**src/rtl/pwm_fade_ctrl.sv**
```systemverilog
// LED breathing controller: a free-running PWM period counter plus a fade FSM that ramps the duty up, holds, ramps down, and holds.
// Define PWM_FADE_LOOP_EN to restart the ramp after the low hold instead of finishing with done_o.
module pwm_fade_ctrl #(
    parameter int PERIOD_CLKS  = 1002,
    parameter int STEP_PERIODS = 2,
    parameter int HOLD_PERIODS = 50,
    parameter int MAX_DUTY     = 100
) (
    input  logic       clk,
    input  logic       rst_i,
    input  logic       start_i,
    input  logic       stop_i,
    output logic [6:0] duty_cycle_o,
    output logic       busy_o,
    output logic       done_o,
    output logic       period_tick_o
);

    localparam int CW      = (PERIOD_CLKS > 1) ? $clog2(PERIOD_CLKS) : 1;
    localparam int SUB_MAX = (STEP_PERIODS > HOLD_PERIODS) ? STEP_PERIODS : HOLD_PERIODS;
    localparam int SW      = $clog2(SUB_MAX + 1);

    localparam logic [CW-1:0] CNT_LAST  = CW'(PERIOD_CLKS - 1);
    localparam logic [SW-1:0] STEP_LAST = SW'(STEP_PERIODS - 1);
    localparam logic [SW-1:0] HOLD_LAST = SW'(HOLD_PERIODS - 1);
    localparam logic [6:0]    MAX_D     = 7'(MAX_DUTY);

    typedef enum logic [2:0] {IDLE, RAMP_UP, HOLD_HI, RAMP_DOWN, HOLD_LO} state_t;

    state_t        state_q, state_d;
    logic [CW-1:0] cnt_q, cnt_d;
    logic [SW-1:0] sub_q, sub_d;
    logic [6:0]    duty_q, duty_d;
    logic          done_q, done_d;
    logic          tick;

    assign tick = (cnt_q == CNT_LAST);

    always_ff @(posedge clk or posedge rst_i) begin
        if (rst_i) begin
            state_q <= IDLE;
            cnt_q   <= '0;
            sub_q   <= '0;
            duty_q  <= '0;
            done_q  <= 1'b0;
        end else begin
            state_q <= state_d;
            cnt_q   <= cnt_d;
            sub_q   <= sub_d;
            duty_q  <= duty_d;
            done_q  <= done_d;
        end
    end

    always_comb begin
        cnt_d   = tick ? '0 : cnt_q + 1'b1;
        state_d = state_q;
        sub_d   = sub_q;
        duty_d  = duty_q;
        done_d  = 1'b0;
        if (stop_i) begin
            state_d = IDLE;
            sub_d   = '0;
            duty_d  = '0;
        end else begin
            case (state_q)
                IDLE: begin
                    duty_d = '0;
                    // Entry is mid-period; the first duty step still waits for a tick.
                    if (start_i) begin
                        state_d = RAMP_UP;
                        sub_d   = '0;
                    end
                end
                RAMP_UP: if (tick) begin
                    if (sub_q == STEP_LAST) begin
                        sub_d = '0;
                        if (duty_q < MAX_D) duty_d = duty_q + 7'd1;
                        if (duty_q >= MAX_D - 7'd1) state_d = HOLD_HI;
                    end else begin
                        sub_d = sub_q + 1'b1;
                    end
                end
                HOLD_HI: begin
                    duty_d = MAX_D;
                    if (tick) begin
                        if (sub_q == HOLD_LAST) begin
                            state_d = RAMP_DOWN;
                            sub_d   = '0;
                        end else begin
                            sub_d = sub_q + 1'b1;
                        end
                    end
                end
                RAMP_DOWN: if (tick) begin
                    if (sub_q == STEP_LAST) begin
                        sub_d = '0;
                        if (duty_q != '0) duty_d = duty_q - 7'd1;
                        if (duty_q <= 7'd1) state_d = HOLD_LO;
                    end else begin
                        sub_d = sub_q + 1'b1;
                    end
                end
                HOLD_LO: begin
                    duty_d = '0;
                    if (tick) begin
                        if (sub_q == HOLD_LAST) begin
                            sub_d = '0;
`ifdef PWM_FADE_LOOP_EN
                            state_d = RAMP_UP;
`else
                            state_d = IDLE;
                            done_d  = 1'b1;
`endif
                        end else begin
                            sub_d = sub_q + 1'b1;
                        end
                    end
                end
                default: begin
                    state_d = IDLE;
                    sub_d   = '0;
                    duty_d  = '0;
                end
            endcase
        end
    end

    assign duty_cycle_o  = duty_q;
    assign busy_o        = (state_q != IDLE);
    assign done_o        = done_q;
    assign period_tick_o = tick;

endmodule
```
**config.mk**
```make
export PLATFORM = sky130hd
export DESIGN_NAME = pwm_fade_ctrl
export DESIGN_NICKNAME = d
export VERILOG_FILES = /design/src/rtl/pwm_fade_ctrl.sv
export SDC_FILE = /design/constraint.sdc
export NUM_CORES = 1
export LEC_CHECK = 0
export CORE_ASPECT_RATIO = 1.5
export CORE_MARGIN = 1
export CORE_UTILIZATION = 31
export CTS_CLUSTER_DIAMETER = 80
export DETAILED_ROUTE_END_ITERATION = 10
export GPL_TIMING_DRIVEN = 0
export PLACE_DENSITY_LB_ADDON = 0.12
export SKIP_CTS_REPAIR_TIMING = 1
export SLEW_MARGIN = 20
export SYNTH_ARGS = -nofsm -noshare
export SYNTH_HDL_FRONTEND = slang
export SYNTH_SLANG_ARGS = --single-unit
```
**constraint.sdc**
```tcl
create_clock -name clk -period 2.54 [get_ports clk]
set_input_delay 0.635 -clock clk [delete_from_list [all_inputs] [get_ports clk]]
set_output_delay 0.635 -clock clk [all_outputs]
set_load 0.01 [all_outputs]
```
==> flow_metrics.py <==
metrics = {
    "grt": {
        "antenna_found_initial": 0,
        "grt_max_degree": 28,
        "gr-total-overflow": 0,
        "grt_usage_pct": 15.8,
        "grt_pass1_vias": 1546,
        "grt_pass1_wl_mm": 7.45,
    },
    "detailed_routing": {
        "met2WireLength_mm": 2.15,
        "drt-initial-drc-count": 89,
        "wirelength_mm": 4.23,
        "firstDrtPassIters": 4,
        "vias_per_cell": 5.33,
        "routedWlPerCell_um": 15.3,
        "drc_errors": 0,
        "routed.top_layer": "met4",
        "wl_met3_um": 114,
        "postRouteAntennaNets": 0,
        "m1WireLength_mm": 1.86,
        "vias": 1476,
    },
    "place": {
        "dpl.hpwl_mm": 3.18,
        "gp_congestion": 0.897,
        "place_ws_ps": -88.7,
        "io_buffers": 13,
        "place_area_sq_um": 2000,
    },
    "die": {
        "fp.dieH_um": 94.9,
        "core_sq_um": 5490,
        "start_util_pct": 32.5,
        "pin_count": 14,
        "die_area_sq_um": 6060,
        "num_rows": 33,
        "die_w_um": 63.9,
    },
    "logic_synthesis": {
        "yosysTopAreaCell": "dfrtp_1",
        "synth_edf_count": 0,
        "ys_seq_area_share_pct": 37.9,
        "synthAdderAreaFrac_pct": 5.61,
        "syn_nets": 202,
        "syn_avg_cell_area_sq_um": 9.38,
        "synth_area_sq_um": 1780,
        "synthCells": 190,
        "synth-xor-area-share_pct": 5.89,
        "synth_cell_type_count": 56,
        "synth_compound_area_share_pct": 16.1,
        "synth-seq-cells": 27,
        "synthTopCellsByArea": "dfrtp_1 (38%), ha_1 (5.6%), nor2_1 (5.1%), xnor2_1 (3.9%), nand2_1 (2.9%)",
        "async_flop_share_pct": 100,
        "synth_top_cell_area_share_pct": 37.9,
        "synth_warnings": 0,
        "synth_top_family_by_area": "simple AND/OR/NAND/NOR gates",
        "synthMuxAreaShare_pct": 2.88,
        "synthSimpleGateAreaFrac_pct": 24.8,
        "synth_flop_cell": "dfrtp_1",
    },
    "critical_path": {
        "crit_end": "period_tick_o",
        "cp-startpoint": "cnt_q[1]",
        "worstSetupPathType": "flop to output port",
        "path_max_fanout": 10,
        "crit_cells": 8,
        "worst_setup_path_end_kind": "output port",
        "worstPathBufferInverterCount": 5,
        "max_stage_delay_ps": 410,
        "cp-start-kind": "flop",
        "arrival_ps": 1800,
        "r2r-end": "state_q[1]",
        "path_cells": "inv_1, ha_1, nand2_1, or3_4, buf_6, clkinv_4, buf_12, clkbuf_2",
        "path_delay_family": "buffers and inverters",
        "rrSetupSlack_ps": 210,
        "critical_path_required_ps": 1900,
        "worstRegToRegCells": 10,
        "cpMaxStageDelayCell": "dfrtp_1",
        "reg2reg_from": "cnt_q[1]",
    },
    "sta": {
        "slew_headroom_pct": 59.2,
        "fin_crit_sh_pct": 95.8,
        "setup_viol": 0,
        "drv_slew": 0,
        "fmax_mhz": 411,
        "tightest_slew_ps": 603,
        "finClkSkew_ps": 4.22,
        "worst_slack_ps": 106,
        "grt_setup_unrepaired": "false",
        "hold_viol_final": 0,
        "min_period_ps": 2430,
        "setup_tns_ps": 0,
    },
    "clock_tree": {
        "numCtsBuffers": 3,
        "cts_tree": "done",
        "clock_path_buffers": 2,
        "htreeDepth": 1,
        "clk-insertion-delay-late_ps": 270,
        "path_clk_slew_ps": 90,
        "cts.sinks": 27,
        "cts_root_buf": "clkbuf_8",
    },
    "cells_and_area": {
        "multiInputGateArea_sq_um": 996,
        "fill_cells": 563,
        "regArea_sq_um": 676,
        "mostFrequentLayoutCell": "dfrtp_1",
        "mostFrequentLayoutCells": "dfrtp_1 (27), nor2_1 (24), nand2_1 (14), clkdlybuf4s50_1 (12)",
        "nNetsFinal": 220,
        "syn2layout_area_growth_pct": 15.0,
        "n_antenna_cell": 0,
        "drive_gt1_share_pct": 13.0,
        "final_cell_area_sq_um": 2050,
    },
    "pwr": {
        "fin_total_pwr_w": 0.00103,
        "power_density_nw_per_um2": 500,
        "power_switching_w": 0.000333,
        "seq_power_share_pct": 47.1,
        "vdd_drop_max_v": 0.000196,
        "p_comb_share_pct": 28.9,
        "swShare_pct": 32.5,
        "p_leak_nw": 0.865,
        "clock_power_share_pct": 24.0,
        "internal-power_w": 0.000693,
    },
    "min_path": {
        "hold_path_startpoint": "cnt_q[0]",
        "hold_class": "flop to flop",
    },
    "run_status": {
        "outcome": "finished clean",
    },
    "job": {
        "max_cap_violations": 0,
    },
}
## kinds of logic after synthesis
family / after synthesis
buffers and inverters: 16
adder cells (fa/ha/maj): 8
AO/OA/AOI/OAI: 39
AND/OR/NAND/NOR: 83
flip-flops: 27
multiplexers: 5
XOR/XNOR: 12
## through the flow
step                utilization, %  hold slack (ps)  std cells
detailed placement            36.4              503        273
finish                        37.3              510        277
global placement              36.4              493        273
floorplan                        -              468        190
global route                  37.3              548        277
CTS                           37.3              517        277
## sequential cells by signal (all words and copies together), names as in the netlist
| name | cells |
|---|---|
| cnt_q | 10 |
| sub_q | 6 |
| duty_cycle_o | 7 |
| done_o | 1 |
| state_q | 3 |
## power by group through the flow
stage	sequential, W	clock, W	combinational [W]
2_1_floorplan	0.000484	0	0.000203
3_3_place_gp	0.000489	0	0.000284
3_5_place_dp	0.000490	0	0.000290
4_1_cts	0.000483	0.000261	0.000292
5_1_grt	0.000488	0.000283	0.000328
6_report	0.000483	0.000247	0.000296
## cell type report
type                    count  area share, %
plain buffers               7           4.03
clock buffers               4           2.20
inverters                   9           1.89
multi-input cells         147           48.6
flip-flops and latches     27           32.9
well taps                  70           4.27
repair buffers             13           6.10
## cell usage after synthesis, types with 2 or more instances
cell	n
mux2i_1	4
ha_1	8
nor2_1	24
or3_1	2
o211ai_1	2
and3_1	4
or3_2	2
dfrtp_1	27
o22ai_1	3
a22o_1	5
xnor2_1	8
o31ai_1	2
nand2_1	14
buf_2	2
nor2b_1	2
nand3_1	8
a31oi_1	3
a21o_1	3
or2_2	2
inv_1	8
nor4_1	3
a211o_1	2
nor3_1	6
o21ai_0	5
a21oi_1	3
nand3b_1	2
clkbuf_8	3
xor2_1	4
o21bai_1	2
## routing by layer
metal / GRT usage, % / up-vias
met1: 19.2 / 711
met3: 1.57 / 8
met2: 27.8 / 33
met5: 0 / -
met4: 7.20 / 0
li1: - / 724
## worst min path at each step
stage | end | slack (ps) | depth (start not counted)
final | cnt_q[0] | 510 | 1
after global routing | cnt_q[4] | 550 | 1
after CTS | cnt_q[0] | 520 | 1
after detailed placement | cnt_q[0] | 500 | 1
after global placement | cnt_q[8] | 490 | 1
after floorplan | cnt_q[0] | 470 | 1
Note: power is estimated with default switching activity, not from simulation.
